$ cat src/rtl/alu_clk_rst_seq.sv
// Reset sequencer and lock supervisor for the ALU clock domain: drives the clock wizard reset,
// waits for a stable lock, then releases the ALU and core resets in order.
module alu_clk_rst_seq #(
    parameter int PLL_RST_CYCLES     = 8,
    parameter int LOCK_STABLE_CYCLES = 64,
    parameter int STAGE_GAP          = 16,
    parameter int RELOCK_TIMEOUT     = 4096
) (
    input  logic       clk,
    input  logic       rst_n,
    input  logic       locked,
    input  logic       clear_err,
    output logic       pll_reset,
    output logic       alu_rst_n,
    output logic       core_rst_n,
    output logic       ready,
    output logic [7:0] lock_loss_cnt,
    output logic       timeout_err
);
    localparam int CNT_A   = (PLL_RST_CYCLES > LOCK_STABLE_CYCLES) ? PLL_RST_CYCLES : LOCK_STABLE_CYCLES;
    localparam int CNT_MAX = (CNT_A > STAGE_GAP) ? CNT_A : STAGE_GAP;
    localparam int CNT_W   = $clog2(CNT_MAX + 1);
    localparam int TCNT_W  = $clog2(RELOCK_TIMEOUT + 1);

    localparam logic [CNT_W-1:0]  PLL_LAST  = CNT_W'(PLL_RST_CYCLES - 1);
    localparam logic [CNT_W-1:0]  LOCK_LAST = CNT_W'(LOCK_STABLE_CYCLES - 1);
    localparam logic [CNT_W-1:0]  GAP_LAST  = CNT_W'(STAGE_GAP - 1);
    localparam logic [TCNT_W-1:0] TO_LAST   = TCNT_W'(RELOCK_TIMEOUT - 1);

    typedef enum logic [2:0] {
        S_PLL_RST,
        S_WAIT_LOCK,
        S_REL_ALU,
        S_REL_CORE,
        S_RUN
    } state_t;

    state_t             state_q, state_d;
    logic [CNT_W-1:0]   cnt_q, cnt_d;
    logic [TCNT_W-1:0]  tcnt_q, tcnt_d;
    logic               sync1_q, locked_s_q;
    logic               pll_reset_q, pll_reset_d;
    logic               alu_rst_n_q, alu_rst_n_d;
    logic               core_rst_n_q, core_rst_n_d;
    logic               ready_q, ready_d;
    logic [7:0]         loss_cnt_q, loss_cnt_d;
    logic               timeout_err_q, timeout_err_d;
    logic               lock_done;
    logic               timeout_set;

    always_comb begin
        state_d     = state_q;
        cnt_d       = cnt_q + 1'b1;
        tcnt_d      = tcnt_q;
        loss_cnt_d  = loss_cnt_q;
        timeout_set = 1'b0;
        lock_done   = 1'b0;

        unique case (state_q)
            S_PLL_RST: begin
                if (cnt_q == PLL_LAST) begin
                    state_d = S_WAIT_LOCK;
                    cnt_d   = '0;
                    tcnt_d  = '0;
                end
            end
            S_WAIT_LOCK: begin
                tcnt_d    = tcnt_q + 1'b1;
                lock_done = locked_s_q && (cnt_q == LOCK_LAST);
                if (!locked_s_q) begin
                    cnt_d = '0;
                end
                // Lock completion takes priority over a coincident timeout.
                if (lock_done) begin
                    state_d = S_REL_ALU;
                    cnt_d   = '0;
                end else if (tcnt_q == TO_LAST) begin
                    timeout_set = 1'b1;
                    state_d     = S_PLL_RST;
                    cnt_d       = '0;
                end
            end
            S_REL_ALU, S_REL_CORE, S_RUN: begin
                if (state_q == S_RUN) begin
                    cnt_d = cnt_q;
                end
                if (!locked_s_q) begin
                    state_d = S_WAIT_LOCK;
                    cnt_d   = '0;
                    tcnt_d  = '0;
                    if (loss_cnt_q != 8'hFF) begin
                        loss_cnt_d = loss_cnt_q + 8'd1;
                    end
                end else if (state_q != S_RUN && cnt_q == GAP_LAST) begin
                    state_d = (state_q == S_REL_ALU) ? S_REL_CORE : S_RUN;
                    cnt_d   = '0;
                end
            end
            default: begin
                state_d = S_PLL_RST;
                cnt_d   = '0;
            end
        endcase

        // Outputs follow the next state so they change on the same edge as the state.
        pll_reset_d   = (state_d == S_PLL_RST);
        alu_rst_n_d   = (state_d == S_REL_ALU) || (state_d == S_REL_CORE) || (state_d == S_RUN);
        core_rst_n_d  = (state_d == S_REL_CORE) || (state_d == S_RUN);
        ready_d       = (state_d == S_RUN);
        timeout_err_d = timeout_set || (timeout_err_q && !clear_err);
    end

    always_ff @(posedge clk or negedge rst_n) begin
        if (!rst_n) begin
            sync1_q       <= 1'b0;
            locked_s_q    <= 1'b0;
            state_q       <= S_PLL_RST;
            cnt_q         <= '0;
            tcnt_q        <= '0;
            pll_reset_q   <= 1'b1;
            alu_rst_n_q   <= 1'b0;
            core_rst_n_q  <= 1'b0;
            ready_q       <= 1'b0;
            loss_cnt_q    <= 8'd0;
            timeout_err_q <= 1'b0;
        end else begin
            sync1_q       <= locked;
            locked_s_q    <= sync1_q;
            state_q       <= state_d;
            cnt_q         <= cnt_d;
            tcnt_q        <= tcnt_d;
            pll_reset_q   <= pll_reset_d;
            alu_rst_n_q   <= alu_rst_n_d;
            core_rst_n_q  <= core_rst_n_d;
            ready_q       <= ready_d;
            loss_cnt_q    <= loss_cnt_d;
            timeout_err_q <= timeout_err_d;
        end
    end

    assign pll_reset     = pll_reset_q;
    assign alu_rst_n     = alu_rst_n_q;
    assign core_rst_n    = core_rst_n_q;
    assign ready         = ready_q;
    assign lock_loss_cnt = loss_cnt_q;
    assign timeout_err   = timeout_err_q;
endmodule
$ cat config.mk
export PLATFORM = sky130hd
export DESIGN_NAME = alu_clk_rst_seq
export DESIGN_NICKNAME = d
export VERILOG_FILES = /design/src/rtl/alu_clk_rst_seq.sv
export SDC_FILE = /design/constraint.sdc
export NUM_CORES = 1
export LEC_CHECK = 0
export ABC_CLOCK_PERIOD_IN_PS = 3000
export CAP_MARGIN = 40
export CORE_UTILIZATION = 45
export DETAILED_ROUTE_END_ITERATION = 12
export GPL_ROUTABILITY_DRIVEN = 1
export HOLD_SLACK_MARGIN = 0.1
export PLACE_DENSITY = 0.71
export SYNTH_ARGS = -nofsm -noshare
export SYNTH_HDL_FRONTEND = slang
export SYNTH_SLANG_ARGS = --single-unit
$ cat constraint.sdc
create_clock -name clk -period 3 [get_ports clk]
set_input_delay 0.75 -clock clk [delete_from_list [all_inputs] [get_ports clk]]
set_output_delay 0.75 -clock clk [all_outputs]
set_load 0.01 [all_outputs]
=== After elaboration in Yosys (flattened, before gate mapping) ===
Cells that the tools add are included.

* Reductions and logical operators: 14
* Muxes and demuxes: 21
* Equality and inequality tests: 16
* Add/subtract/negate cells: 3
* Bitwise logic cells: 1

{| class="wikitable"
|+ Operators with widths
! kind !! count
|-
| 7-bit 2-to-1 mux || 7
|-
| 13-bit case mux with 3 select lines || 1
|-
| 13-bit 2-to-1 mux || 2
|-
| 7-bit case mux with 3 select lines || 1
|-
| 3-bit 2-to-1 mux || 6
|-
| 13-bit by 1-bit adder with 13-bit output, second input constant || 1
|-
| 13-bit by 12-bit == test with 1-bit output, second input constant || 1
|-
| 3-bit by 2-bit == test with 1-bit output, second input constant || 4
|-
| 3-bit case mux with 3 select lines || 1
|-
| 8-bit by 1-bit adder with 8-bit output, second input constant || 1
|-
| 8-bit inequality test, second input constant || 1
|-
| 7-bit by 1-bit adder with 7-bit output, second input constant || 1
|-
| 7-bit by 3-bit == test with 1-bit output, second input constant || 1
|-
| 7-bit by 4-bit == test with 1-bit output, second input constant || 1
|-
| 7-bit by 6-bit == test with 1-bit output, second input constant || 1
|-
| 3-bit == test, second input constant || 2
|-
| 3-bit zero test || 2
|-
| 3-bit AND reduction || 2
|-
| 1-bit logical OR || 4
|-
| 2-bit inequality test, second input constant || 2
|-
| 4-bit inequality test, second input constant || 1
|-
| 3-bit by 1-bit == test with 1-bit output, second input constant || 1
|-
| 1-bit logical AND || 3
|-
| 1-bit 2-to-1 mux || 3
|-
| 5 further kinds || 5
|}

* Flip-flop bits (word level): 38

=== Depth between registers and ports, before layout ===
* Depth in word-level cells: 8
* Mapped depth: 8
* Gate-level depth less buffers: 6

=== Worst setup path after synthesis ===
Ideal clock, no wire load.

* Path kind: register to register
* Start point: register cnt_q[0]
* End point: register tcnt_q[12]
* Cell stages (with the launch flop): 8
* Arrival: 1.915 ns
* Setup slack: 1.019 ns
* Required time: 2.934 ns
* Cells stage by stage: dfrtp_1 > ha_1 > nor4b_2 > and4b_1 > or2_1 > buf_2 > or4_1 > nand2_1

* Word-level cells in the longest chain between the ends: 3

{| class="wikitable"
|+ Ends and longest elaborated chain
! item !! RTL line !! RTL
|-
| start, declared || 39 || <nowiki>logic [CNT_W-1:0] cnt_q, cnt_d;</nowiki>
|-
| start signal, assigned || 130 || <nowiki>cnt_q <= cnt_d;</nowiki>
|-
| 7-bit by 3-bit == test with 1-bit output || 61 || <nowiki>if (cnt_q == PLL_LAST) begin</nowiki>
|-
| 2-bit inequality test (no source line) || - ||
|-
| 3-bit AND reduction (no source line) || - ||
|-
| end signal, assigned || 131 || <nowiki>tcnt_q <= tcnt_d;</nowiki>
|-
| end, declared || 40 || <nowiki>logic [TCNT_W-1:0] tcnt_q, tcnt_d;</nowiki>
|}

Every way passes these cells.
A chain may end at the register's enable or synchronous reset.

=== Final worst setup path ===
* Start point: register cnt_q[0]
* End point: register tcnt_q[9]

The elaborated chain is that of the path after synthesis.

==> run_results.csv <==
group,metric,value,unit
logic_synthesis,yosys.area_share.simple,23.2,%
routing,drc,0,
timing,finalCritPeriodShare,74.5,%
routing,initialDrtViolationCount,112,
logic_synthesis,synth_xor_area_share,4.46,%
final_layout,drive_gt1_share,10.5,%
timing,clock.fmax,448,MHz
die,dieHeight,68.1,um
routing,ant_nets,0,
logic_synthesis,muxShareOfSynthArea,1.59,%
timing,setup_viol,0,
final_layout,layout.nets,216,
final_layout,area_growth,15.3,%
clock_network,htree_levels,2,
logic_synthesis,ys_ff_latch,38,
worst_setup_path,cp.arrival,2450,ps
logic_synthesis,ys_seq_area_share,48.4,%
flow_run,cap_violations,0,
hold_path,hold_class,"reg2reg",
worst_setup_path,reg2reg_from,"cnt_q[0]$_DFFE_PN0P_",
worst_setup_path,reg2regPathDepth,6,
clock_network,cts_resized,0,
worst_setup_path,reg2reg_setup_slack,770,ps
worst_setup_path,reg2reg_to,"tcnt_q[9]$_DFFE_PN0P_",
logic_synthesis,synth_enable_flop_cells,0,
timing,finalClockSkew,4.40,ps
worst_setup_path,crit_required,3220,ps
worst_setup_path,start_kind,"flip-flop",
die,placementRows,23,
pwr,p_total,0.000979,W
clock_network,cts_tree,"built",
logic_synthesis,ys.flop_type,"dfrtp_1",
clock_network,cts-hold-fix-buffers,0,
pwr,ir_worst_vdd,236,uV
timing,maxSlewViolCount,0,
timing,tightestPinTransition,766,ps
placed_design,place_hpwl,2640,um
clock_network,cts_buffer_depth,2,
die,pin_count,17,
worst_setup_path,setup.worst_path.start,"cnt_q[0]$_DFFE_PN0P_",
global_routing,grt_pass1_vias,1335,
placed_design,gp_congestion,0.797,
timing,max-slew-margin-rel,47.6,%
logic_synthesis,ys_async_sr_fraction,100,%
worst_setup_path,crit_type,"reg2reg",
global_routing,grt_max_degree,24,
logic_synthesis,synth_cell_types,52,
routing,wl_per_cell,14.3,um
clock_network,clk_latency,290,ps
worst_setup_path,path_max_fanout,23,
die,die_w,68.1,um
timing,fin_setup_tns,0,ps
clock_network,cts.clk_slew.worst_paths,70,ps
logic_synthesis,synth-compound-area-share,16.5,%
logic_synthesis,synth_nets,200,
placed_design,port_buffers,16,
pwr,p_leak,0.985,nW
logic_synthesis,synth_area,0.00197,sq mm
die,die_area,0.00464,sq mm
logic_synthesis,synth_adder_area_share,1.91,%
worst_setup_path,cp-endpoint,"tcnt_q[9]$_DFFE_PN0P_",
final_layout,antenna-diode-count,0,
routing,firstDrtPassIters,4,
final_layout,design_area,0.00227,sq mm
routing,met3_length,103,um
logic_synthesis,ys.warnings.count,0,
timing,fin_crit,2230,ps
global_routing,gr-total-overflow,0,
die,core,0.00409,sq mm
logic_synthesis,postSynthCellCount,193,
clock_network,cts-root-buf,"clkbuf_8",
die,start_util,48.1,%
pwr,power_density,432,mW/mm^2
timing,rsz0062_at_grt,"false",
timing,hold_viol_final,0,
worst_setup_path,cp-end-kind,"flip-flop",
clock_network,cts_inserted_buffers,5,
global_routing,grt_use_total,18.4,%
outcome,outcome,"finished clean",
placed_design,placed_cell_area,0.00216,sq mm
routing,vias_per_cell,5.65,
logic_synthesis,syn_area_per_cell,10.2,sq um
routing,vias,1469,
global_routing,antenna_found_initial,0,
clock_network,cts.sink_count,38,
clock_network,cts_setup_buffers,0,
routing,wl_met1,1790,um
routing,dr_wl_met2,1790,um
logic_synthesis,synth_top_family_by_area,"simple AND/OR/NAND/NOR gates",
timing,holdWs,359,ps
routing,routed_wirelength,3730,um
global_routing,grt_first_pass_wirelength,6270,um
routing,dr.max_layer_used,"met4",
## kinds of logic (layout without fill, tap and decap cells)
| family | count (synthesis) | count (layout) |
|---|---|---|
| adders and majority gates | 3 | 3 |
| DFF | 38 | 38 |
| xor gates and xnor gates | 10 | 10 |
| muxes | 3 | 3 |
| buffers and inverters | 14 | 31 |
| and+or+nand+nor | 78 | 78 |
| AOI/OAI and AO/OA | 47 | 47 |
## Yosys cell counts (2+ instances only)
master    number  area [sq um]
a21oi_2        2          17.5
o21a_1         3          22.5
xnor2_1        8          70.1
and3_1         7          43.8
ha_1           3          37.5
or3_1          8          50.1
nand2b_1       2          12.5
and4b_1        2          20.0
nor3_1         4          20.0
xor2_1         2          17.5
nand4_1        7          43.8
a31oi_1        2          12.5
buf_6          2          22.5
a21o_1         2          15.0
inv_1          5          18.8
or4_1          4          30.0
a21oi_1       10          50.1
and2_1         2          12.5
nand2_1       18          67.6
a22o_1         4          35.0
o31ai_1        3          22.5
o21ai_0       12          60.1
dfrtp_1       37           926
nand3_1        6          30.0
buf_2          4          20.0
mux2i_1        2          20.0
nor2_1         7          26.3
## metrics by stage
step	utilization (%)	setup slack, ps	cells
floorplan	-	1020	193
global placement	52.1	847	251
detailed placement	52.8	820	252
CTS	55.5	792	260
global route	55.5	594	260
finish	55.5	766	260
## layer usage
metal | vias to the layer above | global-route usage (%)
met3 | 6 | 4.00
met1 | 702 | 24.8
met4 | 0 | 7.03
met2 | 20 | 28.8
li1 | 741 | -
met5 | - | 0
## sequential cells by signal (all words and copies together) (netlist names)
name           count
pll_reset          1
timeout_err        1
cnt_q              7
alu_rst_n          1
lock_loss_cnt      8
locked_s_q         1
state_q            3
core_rst_n         1
tcnt_q            13
sync1_q            1
ready              1
## layout by cell type (no fill, tap or decap), types with 2 or more instances in the layout
master / Yosys / layout
and2_1: 2 / 2
dfrtp_1: 37 / 37
nand2_1: 18 / 18
and3_1: 7 / 7
nand4_1: 7 / 7
a22o_1: 4 / 4
nor2_1: 7 / 7
nand3_1: 6 / 6
ha_1: 3 / 3
xnor2_1: 8 / 8
o21ai_0: 12 / 12
mux2i_1: 2 / 2
a21o_1: 2 / 2
a21oi_1: 10 / 10
o21a_1: 3 / 3
inv_1: 5 / 5
clkbuf_8: 0 / 5
nor3_1: 4 / 4
clkinv_2: 0 / 2
or4_1: 4 / 4
clkdlybuf4s50_1: 0 / 15
nand2b_1: 2 / 2
or3_1: 8 / 8
a21oi_2: 2 / 2
and4b_1: 2 / 2
xor2_1: 2 / 2
a31oi_1: 2 / 2
o31ai_1: 3 / 3
## layout make-up
type | instances | area, sq um
Clock buffer | 5 | 68.8
Clock inverter | 3 | 40.0
Fill cell | 377 | 1820
Inverter | 6 | 22.5
Multi-Input combinational cell | 141 | 937
Sequential cell | 38 | 952
Tap cell | 50 | 62.6
Timing Repair Buffer | 17 | 183
## worst min-delay path by stage
stage | from | to | slack (ps) | depth (start not counted)
detailed placement | sync1_q$_DFF_PN0_ | locked_s_q$_DFF_PN0_ | 340 | 0
finish | sync1_q$_DFF_PN0_ | locked_s_q$_DFF_PN0_ | 360 | 0
global placement | sync1_q$_DFF_PN0_ | locked_s_q$_DFF_PN0_ | 350 | 0
global route | sync1_q$_DFF_PN0_ | locked_s_q$_DFF_PN0_ | 380 | 0
CTS | sync1_q$_DFF_PN0_ | locked_s_q$_DFF_PN0_ | 370 | 0
floorplan | sync1_q$_DFF_PN0_ | locked_s_q$_DFF_PN0_ | 330 | 0
## critical path: stages (launching register included)
cell	delay, ps
dfrtp_1	410
ha_1	260
nor4b_2	410
a21o_1	190
a21oi_2	200
or4_1	540
a21oi_1	150
## report_power, final
part           leakage, nW  internal (W)  total [W]  switching, W
Combinational        0.426     0.0000145  0.0000339     0.0000194
Clock               0.0579      0.000245   0.000422      0.000177
Sequential           0.501      0.000517   0.000523    0.00000650
(Power assumes the default switching activity.)
